<file path="src/rtl/fifo_push_arbiter.sv">
// Round-robin arbiter that shares one 16-bit fifo write port between four producers.
// A locked winner may keep the port for up to MAX_BURST consecutive words.
module fifo_push_arbiter #(
  parameter int NREQ      = 4,
  parameter int MAX_BURST = 4,
  parameter int DEBUG     = 0
) (
  input  logic                 clk,
  input  logic                 reset,
  input  logic [NREQ-1:0]      req,
  input  logic [NREQ-1:0]      lock,
  input  logic [16*NREQ-1:0]   req_data,
  output logic [NREQ-1:0]      grant,
  output logic                 fifo_push,
  output logic [15:0]          fifo_data,
  input  logic                 fifo_full,
  input  logic                 flush_in,
  output logic                 fifo_flush,
  output logic                 busy,
  output logic                 stall
);

  typedef enum logic {
    ST_IDLE = 1'b0,
    ST_OWN  = 1'b1
  } state_e;

  localparam logic [3:0] BURST_CAP = 4'(MAX_BURST);
  localparam bit         LOCK_EN   = (MAX_BURST > 1);

  state_e          state_q, state_d;
  logic [1:0]      last_q, last_d;
  logic [3:0]      cnt_q, cnt_d;
  logic [1:0]      owner_q, owner_d;
  logic            busy_q;

  logic            accept_s;
  logic            found_s;
  logic [1:0]      winner_s;
  logic [NREQ-1:0] grant_s;
  logic [15:0]     data_s;

  assign accept_s = !reset && !flush_in && !fifo_full;

  // Round-robin search starting one past the last granted requester.
  always_comb begin
    found_s  = 1'b0;
    winner_s = last_q;
    for (int k = 0; k < NREQ; k++) begin
      if (!found_s && req[last_q + 2'(k + 1)]) begin
        found_s  = 1'b1;
        winner_s = last_q + 2'(k + 1);
      end else begin
        found_s  = found_s;
      end
    end
  end

  // Next-state and grant decode.
  always_comb begin
    state_d = state_q;
    last_d  = last_q;
    cnt_d   = cnt_q;
    owner_d = owner_q;
    grant_s = '0;
    if (flush_in) begin
      state_d = ST_IDLE;
      cnt_d   = 4'd0;
    end else if (state_q == ST_OWN && lock[owner_q]) begin
      if (accept_s && req[owner_q]) begin
        grant_s[owner_q] = 1'b1;
        last_d           = owner_q;
        if (cnt_q + 4'd1 == BURST_CAP) begin
          state_d = ST_IDLE;
          cnt_d   = 4'd0;
        end else begin
          cnt_d = cnt_q + 4'd1;
        end
      end else begin
        state_d = ST_OWN;
      end
    end else begin
      // Released or never locked: plain round-robin for this cycle.
      state_d = ST_IDLE;
      cnt_d   = 4'd0;
      if (accept_s && found_s) begin
        grant_s[winner_s] = 1'b1;
        last_d            = winner_s;
        if (lock[winner_s] && LOCK_EN) begin
          state_d = ST_OWN;
          owner_d = winner_s;
          cnt_d   = 4'd1;
        end else begin
          state_d = ST_IDLE;
        end
      end else begin
        state_d = ST_IDLE;
      end
    end
  end

  // Word mux for the granted requester.
  always_comb begin
    data_s = 16'h0000;
    for (int i = 0; i < NREQ; i++) begin
      if (grant_s[i]) begin
        data_s = req_data[i*16 +: 16];
      end else begin
        data_s = data_s;
      end
    end
  end

  // Arbiter state registers.
  always_ff @(posedge clk or posedge reset) begin
    if (reset) begin
      state_q <= ST_IDLE;
      last_q  <= 2'd3;
      cnt_q   <= 4'd0;
      owner_q <= 2'd0;
      busy_q  <= 1'b0;
    end else begin
      state_q <= state_d;
      last_q  <= last_d;
      cnt_q   <= cnt_d;
      owner_q <= owner_d;
      busy_q  <= (state_d == ST_OWN);
    end
  end

  assign grant      = grant_s;
  assign fifo_push  = |grant_s;
  assign fifo_data  = data_s;
  assign fifo_flush = flush_in && !reset;
  assign busy       = busy_q;
  assign stall      = (|req) && fifo_full && !flush_in;

endmodule
</file>
<file path="config.mk">
export PLATFORM = sky130hd
export DESIGN_NAME = fifo_push_arbiter
export DESIGN_NICKNAME = d
export VERILOG_FILES = /design/src/rtl/fifo_push_arbiter.sv
export SDC_FILE = /design/constraint.sdc
export NUM_CORES = 1
export LEC_CHECK = 0
export CAP_MARGIN = 30
export CORE_MARGIN = 2
export CORE_UTILIZATION = 38
export DETAILED_ROUTE_END_ITERATION = 16
export PLACE_DENSITY_LB_ADDON = 0.15
export SLEW_MARGIN = 20
export SYNTH_ARGS = -nofsm -noshare
export SYNTH_HDL_FRONTEND = slang
export SYNTH_SLANG_ARGS = --single-unit
</file>
<file path="constraint.sdc">
create_clock -name clk -period 3.3 [get_ports clk]
set_input_delay 0.33 -clock clk [delete_from_list [all_inputs] [get_ports clk]]
set_output_delay 0.33 -clock clk [all_outputs]
set_load 0.005 [all_outputs]
</file>
==> impl_metrics.yaml <==
clock_tree:
  htree_num_levels: 1
  cts_setup_buffers: 0
  clock_latency_ns: 0.26
  cts_buffer_depth: 2
  clk_pin_slew_ns: 0.06
  cts_root_buf: "clkbuf_4"
  cts_tree: "yes"
  cts_buffers: 3
  clock_sinks: 9
  cts_hold_buf: 0
floorplanning:
  core_area_um2: 3420
  die_y_um: 64.2
  ios: 100
  initial_core_util: 0.404
  rows: 21
  die_w_um: 64.2
  die_area_um2: 4130
setup_path:
  crit_family: "buffers and inverters"
  cp-start-kind: "input port"
  path_cells: "clkdlybuf4s50_1 -> and2b_1 -> o21ai_1 -> nand3_1 -> a41oi_2 -> buf_12 -> o22ai_1 -> a31oi_2 -> clkdlybuf4s50_1"
  cp_max_fo: 17
  crit_top_cell: "clkdlybuf4s50_1"
  rr_endpoint: "owner_q[0]$_DFFE_PP0P_"
  rr_worst_depth: 6
  cp_slowest_cell: "clkdlybuf4s50_1"
  required_ns: 2.97
  worstPathArrival_ns: 2.78
  regToRegSetupSlack_ns: 1.08
  setup.worst_path.end_class: "output port"
  critPathBufInv: 3
  worst-setup-path-type: "in -> out"
  critPathMaxStageDelay_ns: 0.54
  worstReg2RegStart: "last_q[0]$_DFFE_PP1P_"
route:
  wl_met1_mm: 2.10
  dr.pass1.iters: 4
  post_drt_via_cell_ratio: 5.40
  wl_met3_um: 486
  wl_met2_mm: 2.35
  post_drt_wl_per_cell_um: 15.2
  drtIter0Drc: 92
  vias: 1759
  ant_nets: 0
  routed.top_layer: "met4"
  wirelength_mm: 4.95
  drc_errors: 0
logic_synthesis:
  post_synth_instance_area_um2: 1380
  yosysSeqAreaShare: 0.165
  synthFlopType: "dfrtp_1"
  syn_inst: 178
  syn_area_per_cell_um2: 7.75
  yosysTopAreaCell: "dfrtp_1"
  asyncSetResetFlopFracSynth: 1.00
  synth_top_cell_area_share: 0.127
  yosys_warnings: 0
  yosysUniqueCellTypes: 54
  syn_nets: 256
  synth_seq_cells: 9
  synth.top_cells.by_area: "dfrtp_1 13%, nand2_1 10%, a31oi_2 9.1%"
  synth_edf_count: 0
placed_design:
  finalWeightedCongestion: 0.922
  post-place-cells: 322
  io_buffer_count: 99
  hpwlAfterDp_mm: 3.96
  pre_cts_slack_ns: 0.200
sta:
  tightest_slew_ns: 0.403
  hold_viol: 0
  slew_headroom: 0.730
  tns_ns: 0
  max_freq_mhz: 322
  finalWorstSetupSlack_ns: 0.192
  skew_ns: 0.00637
  rsz0062_at_grt: "no"
  setup_viol: 0
  hold_ws_ns: 0.438
  period_share: 0.942
  min_period_ns: 3.11
  drv_slew: 0
global_routing:
  grt_max_degree: 18
  grt_util_all_layers: 0.232
  grt_pass1_wl_mm: 7.76
  antenna_found_initial: 0
  grt_pass1_vias: 1533
  overflow: 0
power:
  p_per_area_nw_per_um2: 319
  p_leak_nw: 0.885
  p_total_uw: 786
  peakVddDrop_uv: 296
final_layout:
  layout.cells.non_filler: 326
  area_growth_pct: 78.6
  antenna_cells: 0
  drive_gt1_frac: 0.136
  finalNetCount: 359
run_status:
  status: "finished, final reports clean"
job:
  maxCapViolCount: 0
hold_path:
  hp-class: "in -> async"
==> cell families (layout without fill, tap and decap cells) <==
logic type | after synthesis | in the layout | share of synthesized area
DFF | 9 | 9 | 0.165
buffers and inverters | 15 | 117 | 0.0699
AOI/OAI and AO/OA | 65 | 65 | 0.372
and+or+nand+nor | 81 | 81 | 0.317
muxes | 6 | 6 | 0.0581
adders and majority gates | 2 | 2 | 0.0181
==> cells in the mapped netlist (2+ instances only) <==
cell / count
a21oi_1: 7
a31oi_1: 7
a31oi_2: 10
and2_1: 2
and2b_1: 2
buf_2: 2
buf_4: 2
buf_6: 4
dfrtp_1: 7
dfstp_2: 2
ha_1: 2
inv_1: 7
mux2_2: 2
mux2i_1: 2
nand2_1: 37
nand2b_1: 2
nand3_1: 5
nand3b_1: 2
nand4_1: 2
nor2_1: 9
nor2b_1: 3
nor3_1: 2
o21a_1: 2
o21ai_0: 7
o21ai_1: 3
o22ai_1: 17
or3_1: 2
==> metrics by stage <==
step | area (µm²) | utilization
after floorplan | 1380 | -
after global placement | 2430 | 0.713
after detailed placement | 2430 | 0.713
after CTS | 2460 | 0.721
after global routing | 2460 | 0.721
final | 2460 | 0.721
==> area by class of cell <==
cell class                      instances  area [µm²]
Clock buffer                            4        26.3
Fill cell                             285         953
Inverter                                7        26.3
Multi-Input combinational cell        154        1050
Sequential cell                         9         229
Tap cell                               46        57.6
Timing Repair Buffer                  106        1070
==> flip-flops by register name (all words and copies together) (netlist names) <==
register,flops
last_q,2
cnt_q,4
owner_q,2
busy,1
==> layout by cell type (no fill, tap or decap), types with 3 or more instances in the layout <==
cell type        Yosys  layout
clkbuf_4             0       3
o21ai_1              3       3
nand3_1              5       5
buf_4                2       5
o21ai_0              7       7
a31oi_2             10      10
nand2_1             37      37
a31oi_1              7       7
nor2_1               9       9
inv_1                7       7
nor2b_1              3       3
a21oi_1              7       7
o22ai_1             17      17
dfrtp_1              7       6
clkdlybuf4s50_1      0      99
==> report_power, final <==
part | switching [mW] | internal (mW)
clock | 0.0390 | 0.0466
sequential | 0.0490 | 0.147
combinational | 0.214 | 0.291
total | 0.302 | 0.484
==> routing by layer <==
layer	global-route usage	vias up
li1	-	877
met1	0.303	794
met2	0.397	86
met5	0	-
met4	0.0133	0
met3	0.0651	2
==> what timing repair did <==
item                                   in CTS  in global routing
setup endpoints to repair                   0                 13
endpoints found under the hold margin       0                  0
gates resized for setup                     0                  1
==> worst max path at each step <==
stage,to,start,slack (ns),cells after the start
global route,fifo_data[13],req[0],0.04,9
floorplan,fifo_data[10],last_q[0]$_DFFE_PP1P_,1.11,7
global placement,fifo_data[9],req[0],0.21,9
CTS,fifo_data[5],owner_q[1]$_DFFE_PP0P_,0.14,8
detailed placement,fifo_data[12],req[0],0.20,9
finish,fifo_data[13],req[3],0.19,9
(Power assumes the default switching activity.)
